===== src/rtl/novacore_cfg_loader.sv =====
// Configuration transmitter: streams (uid, data) words into the fabric config port, one c_clk strobe per word.
// Latency: CLK_DIV-cycle mode lead-in, then 3*CLK_DIV+1 cycles per word, then a one-cycle EXIT with done.
// Backpressure: s_ready is high only in WAIT and drops at every accept until the word's strobe is complete.
module novacore_cfg_loader #(
    parameter int BUS_W     = 42,
    parameter int UID_W     = 7,
    parameter int NUM_UNITS = 25,
    parameter int CLK_DIV   = 2,
    parameter int CNT_W     = 8
) (
    input  logic                   clk,
    input  logic                   rst,
    input  logic                   start,
    input  logic                   abort,
    input  logic [UID_W+BUS_W-1:0] s_data,
    input  logic                   s_last,
    input  logic                   s_valid,
    output logic                   s_ready,
    output logic                   mode,
    output logic [BUS_W-1:0]       c_bus,
    output logic [UID_W-1:0]       c_uid,
    output logic                   c_clk,
    output logic                   busy,
    output logic                   done,
    output logic                   err,
    output logic [CNT_W-1:0]       word_count
);

    localparam int PH_W = $clog2(CLK_DIV + 1);
    localparam logic [PH_W-1:0]  PH_LAST = PH_W'(CLK_DIV - 1);
    localparam logic [UID_W:0]   NU_L    = (UID_W + 1)'(NUM_UNITS);

    typedef enum logic [2:0] {
        S_IDLE,
        S_ENTER,
        S_WAIT,
        S_SETUP,
        S_PULSE,
        S_HOLD,
        S_EXIT
    } state_t;

    state_t             state_q, state_d;
    logic [PH_W-1:0]    ph_q, ph_d;
    logic               last_q, last_d;
    logic               mode_q, mode_d;
    logic               cclk_q, cclk_d;
    logic               rdy_q, rdy_d;
    logic               busy_q, busy_d;
    logic               done_q, done_d;
    logic               err_q, err_d;
    logic [BUS_W-1:0]   bus_q, bus_d;
    logic [UID_W-1:0]   uid_q, uid_d;
    logic [CNT_W-1:0]   wc_q, wc_d;

    logic [UID_W-1:0]   s_uid;
    logic [BUS_W-1:0]   s_bus;
    logic               uid_ok;
    logic               ph_end;
    logic               in_session;

    assign s_uid      = s_data[UID_W+BUS_W-1:BUS_W];
    assign s_bus      = s_data[BUS_W-1:0];
    assign uid_ok     = ({1'b0, s_uid} < NU_L);
    assign ph_end     = (ph_q == PH_LAST);
    // Abort is honoured only while the fabric is actually held in configuration mode.
    assign in_session = (state_q != S_IDLE) && (state_q != S_EXIT);

    // Next-state and registered-output computation; abort pre-empts everything, including an accept.
    always_comb begin
        state_d = state_q;
        ph_d    = ph_q + PH_W'(1);
        last_d  = last_q;
        mode_d  = mode_q;
        cclk_d  = cclk_q;
        rdy_d   = rdy_q;
        busy_d  = busy_q;
        done_d  = 1'b0;
        err_d   = err_q;
        bus_d   = bus_q;
        uid_d   = uid_q;
        wc_d    = wc_q;
        if (abort && in_session) begin
            state_d = S_EXIT;
            ph_d    = '0;
            mode_d  = 1'b0;
            cclk_d  = 1'b0;
            rdy_d   = 1'b0;
            done_d  = 1'b1;
        end else begin
            unique case (state_q)
                S_IDLE: begin
                    ph_d = '0;
                    if (start) begin
                        state_d = S_ENTER;
                        mode_d  = 1'b1;
                        busy_d  = 1'b1;
                        err_d   = 1'b0;
                        wc_d    = '0;
                    end
                end
                S_ENTER: begin
                    if (ph_end) begin
                        state_d = S_WAIT;
                        ph_d    = '0;
                        rdy_d   = 1'b1;
                    end
                end
                S_WAIT: begin
                    ph_d  = '0;
                    rdy_d = 1'b1;
                    if (s_valid && rdy_q) begin
                        rdy_d = 1'b0;
                        if (uid_ok) begin
                            uid_d   = s_uid;
                            bus_d   = s_bus;
                            last_d  = s_last;
                            state_d = S_SETUP;
                        end else begin
                            // Bad address: flag it, never strobe it, keep the bus untouched.
                            err_d = 1'b1;
                            if (s_last) begin
                                state_d = S_EXIT;
                                mode_d  = 1'b0;
                                done_d  = 1'b1;
                            end
                        end
                    end
                end
                S_SETUP: begin
                    if (ph_end) begin
                        state_d = S_PULSE;
                        ph_d    = '0;
                        cclk_d  = 1'b1;
                        wc_d    = (wc_q == {CNT_W{1'b1}}) ? wc_q : wc_q + CNT_W'(1);
                    end
                end
                S_PULSE: begin
                    if (ph_end) begin
                        state_d = S_HOLD;
                        ph_d    = '0;
                        cclk_d  = 1'b0;
                    end
                end
                S_HOLD: begin
                    if (ph_end) begin
                        ph_d = '0;
                        if (last_q) begin
                            state_d = S_EXIT;
                            mode_d  = 1'b0;
                            done_d  = 1'b1;
                        end else begin
                            state_d = S_WAIT;
                            rdy_d   = 1'b1;
                        end
                    end
                end
                S_EXIT: begin
                    state_d = S_IDLE;
                    ph_d    = '0;
                    busy_d  = 1'b0;
                end
                default: begin
                    state_d = S_IDLE;
                    ph_d    = '0;
                end
            endcase
        end
    end

    // State and output registers with synchronous reset.
    always_ff @(posedge clk) begin
        if (rst) begin
            state_q <= S_IDLE;
            ph_q    <= '0;
            last_q  <= 1'b0;
            mode_q  <= 1'b0;
            cclk_q  <= 1'b0;
            rdy_q   <= 1'b0;
            busy_q  <= 1'b0;
            done_q  <= 1'b0;
            err_q   <= 1'b0;
            bus_q   <= '0;
            uid_q   <= '0;
            wc_q    <= '0;
        end else begin
            state_q <= state_d;
            ph_q    <= ph_d;
            last_q  <= last_d;
            mode_q  <= mode_d;
            cclk_q  <= cclk_d;
            rdy_q   <= rdy_d;
            busy_q  <= busy_d;
            done_q  <= done_d;
            err_q   <= err_d;
            bus_q   <= bus_d;
            uid_q   <= uid_d;
            wc_q    <= wc_d;
        end
    end

    assign s_ready    = rdy_q;
    assign mode       = mode_q;
    assign c_clk      = cclk_q;
    assign busy       = busy_q;
    assign done       = done_q;
    assign err        = err_q;
    assign c_bus      = bus_q;
    assign c_uid      = uid_q;
    assign word_count = wc_q;

endmodule


===== config.mk =====
export PLATFORM = sky130hd
export DESIGN_NAME = novacore_cfg_loader
export DESIGN_NICKNAME = d
export VERILOG_FILES = /design/src/rtl/novacore_cfg_loader.sv
export SDC_FILE = /design/constraint.sdc
export NUM_CORES = 1
export LEC_CHECK = 0
export ABC_AREA = 1
export BUFFER_PORTS_ARGS = -buffer_cell sky130_fd_sc_hd__buf_4
export CAP_MARGIN = 20
export CORE_UTILIZATION = 40
export CTS_BUF_LIST = sky130_fd_sc_hd__clkbuf_8
export DETAILED_ROUTE_END_ITERATION = 16
export GPL_TIMING_DRIVEN = 0
export MAX_ROUTING_LAYER = met4
export PLACE_DENSITY = 0.68
export SYNTH_ARGS = -nofsm -noshare
export SYNTH_HDL_FRONTEND = slang
export SYNTH_SLANG_ARGS = --single-unit

===== constraint.sdc =====
create_clock -name clk -period 1.59 [get_ports clk]
set_input_delay 0.0795 -clock clk [delete_from_list [all_inputs] [get_ports clk]]
set_output_delay 0.0795 -clock clk [all_outputs]
set_load 0.05 [all_outputs]

After elaboration in Yosys (flattened, before gate mapping)
Index checks and enable logic that the tools add are counted.
Widths: inputs -> output; s select.
- flip-flop bits (word level): 69
- input port bits: 55
- output and inout port bits: 63
- logic and storage cells: 110
- add/sub/neg operators: 2
- order comparisons: 1
- equality and inequality tests: 28
- muxes and demuxes: 41
- bitwise logic cells: 2
- reduce and logical (&&, ||, !) cells: 23
- operators with widths (kind ; number):
    $mux 3 ; 10
    $mux 8 ; 3
    $ne 3x3->1 const B ; 8
    $ne 2x2->1 const B ; 11
    $reduce_and 7->1 ; 3
    $mux 1 ; 20
    $pmux 3 s6 ; 1
    $pmux 8 s2 ; 1
    $reduce_and 5->1 ; 2
    $eq 3x3->1 const B ; 3
    $reduce_bool 3->1 ; 3
    $add 8x1->8 const B ; 1
    $eq 8x8->1 const B ; 1
    $pmux 1 s2 ; 4
    $reduce_and 4->1 ; 2
    $reduce_bool 2->1 ; 4
    $reduce_or 4->1 ; 2
    $lt 7x5->1 const B ; 1
    $eq 3x2->1 const B ; 2
    $pmux 1 s3 ; 2
    $reduce_and 3->1 ; 2
    $ne 4x4->1 const B ; 1
    $eq 3x1->1 const B ; 1
    $logic_and 1x1->1 ; 3
    other kinds (5) ; 6

Depth between registers and ports, before layout
- depth after elaboration: 5
- mapped depth: 11
- mapped depth without buffers: 11

Worst setup path before layout
Ideal clock, no wire load.
- path type: reg-to-reg
- from: reg wc_q[1] (netlist: word_count[1])
- to: reg wc_q[3] (netlist: word_count[3])
- library setup time: 0.117 ns
- arrival time: 1.654 ns
- data required time: 1.473 ns
- setup slack: -0.181 ns
- cell stages (with the launch flop): 10
- cells stage by stage: dfxtp_1 -> ha_1 -> nand2_1 -> nor2_1 -> nand2_1 -> nor2_1 -> nor2_2 -> buf_6 -> a21oi_1 -> nor2_1
- longest elaborated chain between the ends: 4
- RTL lines (element ; RTL line ; RTL):
    start, declared ; 54 ; logic [CNT_W-1:0] wc_q, wc_d;
    start signal, assigned ; 198 ; wc_q <= wc_d;
    $add 8x1->8 ; 135 ; wc_d = (wc_q == {CNT_W{1'b1}}) ? wc_q : wc_q + CNT_W'(1);
    $mux 8 ; 135 ;
    $mux 8 ; 131 ; if (ph_end) begin
    $pmux 8 s2 ; 91 ; unique case (state_q)
Parallel ways exist; a longest one is shown, timed or not. The select of a mux whose other input is x is not followed.
A chain may end at the register's enable or synchronous reset.

Worst setup path after layout
- from: reg state_q[1]
- to: reg bus_q[35] (netlist: c_bus[35])
- longest elaborated chain between the ends: 5
- RTL lines (element ; RTL line ; RTL):
    start, declared ; 43 ; state_t state_q, state_d;
    start signal, assigned ; 187 ; state_q <= state_d;
    $ne 3x3->1 or $reduce_bool 3->1 (tied branches) ; 67 ; assign in_session = (state_q != S_IDLE) && (state_q != S_EXIT);
    $logic_and 1x1->1 ; 67 ;
    $logic_and 1x1->1 ; 83 ; if (abort && in_session) begin
    $not 1->1 (no line) ; - ;
    $reduce_and 4->1 (no line) * ; - ;
    end signal, assigned ; 196 ; bus_q <= bus_d;
    end, declared ; 52 ; logic [BUS_W-1:0] bus_q, bus_d;
Every way passes the cells marked *; elsewhere a longest branch is shown, timed or not.

==> results by group <==
Status
  – Status: finished, violations left
  – Failing checks: hold timing

Pwr
  – Switching share of power: 0.370
  – Power share of the combinational group: 0.364
  – NetSw: 1.95 mW
  – Internal: 3.33 mW
  – Cell area power density: 1070 nW/µm²
  – Leakage: 2.18 nW
  – Worst VDD drop: 0.789 mV
  – Clock Power Share: 0.258
  – Sequential Power Share: 0.378

Cells and area
  – Layout cells sized above 1: 0.378
  – Fillcell total: 546
  – Layout Cells excl Fill: 681
  – Post-route cell area: 4920 µm²
  – Synth-to-Final Area Change: 67.8%
  – Antenna cells: 0
  – Nets: 638

CTS
  – CTS tree: yes
  – Clk slew on worst S/H paths: 0.08 ns
  – CTS sink count: 69
  – Clock Tree Root: clkbuf_8
  – Cts bufs inserted: 9
  – # H-tree levels: 3
  – Longest Clk Path Bufs: 2
  – Clock latency on the worst-skew pair: 0.35 ns

Placement
  – Detailed Place HPWL: 5840 µm
  – DP Cell Count: 607
  – Routability cong.: 0.944
  – Port buffer count: 117
  – DP Area: 3940 µm²

Synth
  – Register bit total from synthesis: 69
  – Post-Syn Instances: 394
  – Synthesized Nets: 451
  – Avg Synthesized Cell Area: 7.44 µm²
  – Sequential-to-total area share from yosys stat: 0.471
  – Yosys Warn Count: 0
  – Mapped Area: 2930 µm²
  – Netlist cell types: 28

STA
  – Max Clk Rate: 0.642 GHz
  – Fin. Hold Viols: 1
  – RSZ-0062 raised after global routing: yes
  – Relative slew slack: 0.647
  – Skew final: 0.00887 ns
  – Final Cycle Share: 0.979
  – Final Critical Period: 1.56 ns
  – Worst-margin pin slew: 0.530 ns
  – Worst Hold Margin: -0.00557 ns
  – Max Slew Vio Count: 0
  – Final Setup Violations: 0

Die
  – Row count: 30
  – Ports: 118
  – Initial Utilization: 0.422
  – Chip height: 87.6 µm
  – Core ar.: 6940 µm²
  – Die W: 87.6 µm
  – Die area: 7680 µm²

Critical path
  – Crit path arrival time: 1.80 ns
  – Critical path class: reg -> reg
  – CP Data Required Time: 1.83 ns
  – Reg-to-reg slack, setup: 0.03 ns
  – Critical path endpoint category: flip-flop
  – CP Max Fanout: 7
  – CP startpoint kind: flip-flop

Drt
  – First-pass iteration count of the detailed router: 5
  – WL final: 9100 µm
  – Post-DR vias/cell: 4.79
  – Total number of vias: 3,259
  – Antenna violation net count after detailed routing: 0
  – Wire length per cell: 13.4 µm
  – DRC violations left: 0
  – DR iter-0 viols: 130

GRT
  – First-pass GRT wire length: 13,400 µm
  – Global Route Usage Sum: 0.233
  – Vias in the first global route: 2,924
  – Initial antenna violation count: 0
  – Largest net degree at the start of global routing: 12
  – Global route overflow: 0

Flow run
  – Max Cap Viol: 0

Hold path
  – Min-Delay Path Class: in -> reg
-- area by class of cell --
type / count / area (µm²) / share of cell area
well taps: 96 / 120 / 0.0244
plain buffers: 18 / 155 / 0.0315
multi-input cells: 280 / 1470 / 0.298
flip-flops and latches: 69 / 1400 / 0.284
inverters: 27 / 111 / 0.0226
repair buffers: 176 / 1490 / 0.303
clock inverters: 6 / 56.3 / 0.0114
clock buffers: 9 / 124 / 0.0252
-- worst paths after layout --
check | start | end | cells past startpoint
max | state_q[1]$_SDFFE_PP0P_ | c_bus[35]$_SDFFE_PP0P_ | 11
max reg2reg | state_q[1]$_SDFFE_PP0P_ | c_bus[35]$_SDFFE_PP0P_ | 11
min | s_data[34] | c_bus[34]$_SDFFE_PP0P_ | 3
min reg2reg | c_uid[5]$_SDFFE_PP0P_ | c_uid[5]$_SDFFE_PP0P_ | 2
-- cell families (layout without fill, tap and decap cells) --
group	Yosys count	count (layout)	share of synthesized area
flops	69	69	0.471
fa+ha+maj	2	2	0.00853
simple gates	199	199	0.303
compound gates	79	79	0.140
buf+inv	45	236	0.0768
-- through the flow --
step	power, mW	setup WS (ns)	utilization	hold slack [ns]	setup TNS, ns
after global routing	5.56	-0.0319	0.709	0.00835	-0.0670
after detailed placement	3.52	-0.113	0.567	0.296	-1.38
after floorplan	3.10	0.00779	-	0.135	0
final	5.28	0.0333	0.709	-0.00557	0
after global placement	3.54	-0.175	0.567	0.293	-2.18
after CTS	5.00	0.00173	0.661	0.00159	0
-- metal layers --
metal	up-vias	wire length (µm)	GRT usage
met4	0	99	0.0835
li1	1642	-	-
met1	1499	4030	0.291
met3	14	526	0.0556
met5	-	0	-
met2	104	4440	0.366
-- layout by cell type (no fill, tap or decap), types with 3 or more instances in the layout --
cell type and n:
a21oi_1 13, buf_12 3, buf_4 129, buf_6 3, clkbuf_1 6, clkbuf_16 3
clkbuf_8 9, clkinv_2 3, dfxtp_1 63, dfxtp_2 3, dfxtp_4 3, dlygate4sd3_1 46
inv_1 22, inv_2 3, nand2_1 39, nand2_2 6, nand2_4 3, nand3_1 12
nand4_1 3, nor2_1 92, nor2_2 24, nor2_4 14, o21ai_0 45, o21ai_1 15
-- registers in the layout, summed over array words and instances (netlist names) --
| signal | count |
|---|---|
| c_clk | 1 |
| last_q | 1 |
| mode | 1 |
| state_q | 3 |
| busy | 1 |
| word_count | 8 |
| s_ready | 1 |
| ph_q | 2 |
| done | 1 |
| c_bus | 42 |
| err | 1 |
| c_uid | 7 |
-- synthesized netlist by cell type, drive strengths merged --
cell type    n  area, µm²
a211oi       2       15.0
ha           2       25.0
buf         11       97.6
a31oi        1       6.26
nand3b       2       15.0
a21oi       14       73.8
clkbuf       7       26.3
o21ai       60        300
o211ai       1       7.51
a221oi       1       8.76
nand2       48        195
inv         27        101
nand4        3       18.8
nor3         1       5.00
nand3       15       92.6
dfxtp       69       1380
nor2       130        563
-- critical path, cell delays in order, from the launching register on --
cell and delay [ns]:
dfxtp_2 0.32, buf_6 0.13, nand2_4 0.06, nor2_4 0.05
nor2_4 0.11, nand2_4 0.09, nand3_4 0.14, clkinv_4 0.09
buf_12 0.15, clkbuf_16 0.16, nor2_2 0.08, nor2_1 0.06
-- power by group through the flow --
stage | logic (mW) | clock network (mW) | registers, mW
6_report | 1.92 | 1.36 | 1.99
5_1_grt | 2.10 | 1.45 | 2.01
4_1_cts | 1.65 | 1.40 | 1.95
3_5_place_dp | 1.55 | 0 | 1.98
3_3_place_gp | 1.56 | 0 | 1.98
2_1_floorplan | 0.927 | 0 | 2.17
-- repair_timing --
action                     4_1_cts  5_1_grt
pin swaps                        0       17
gates resized for setup          8       71
hold endpoints to repair        50        0
buffers inserted                 0        9
cloned                           0        4
setup endpoints to repair       34       59
hold buffers                    46        0
Note: power is estimated with default switching activity, not from simulation.
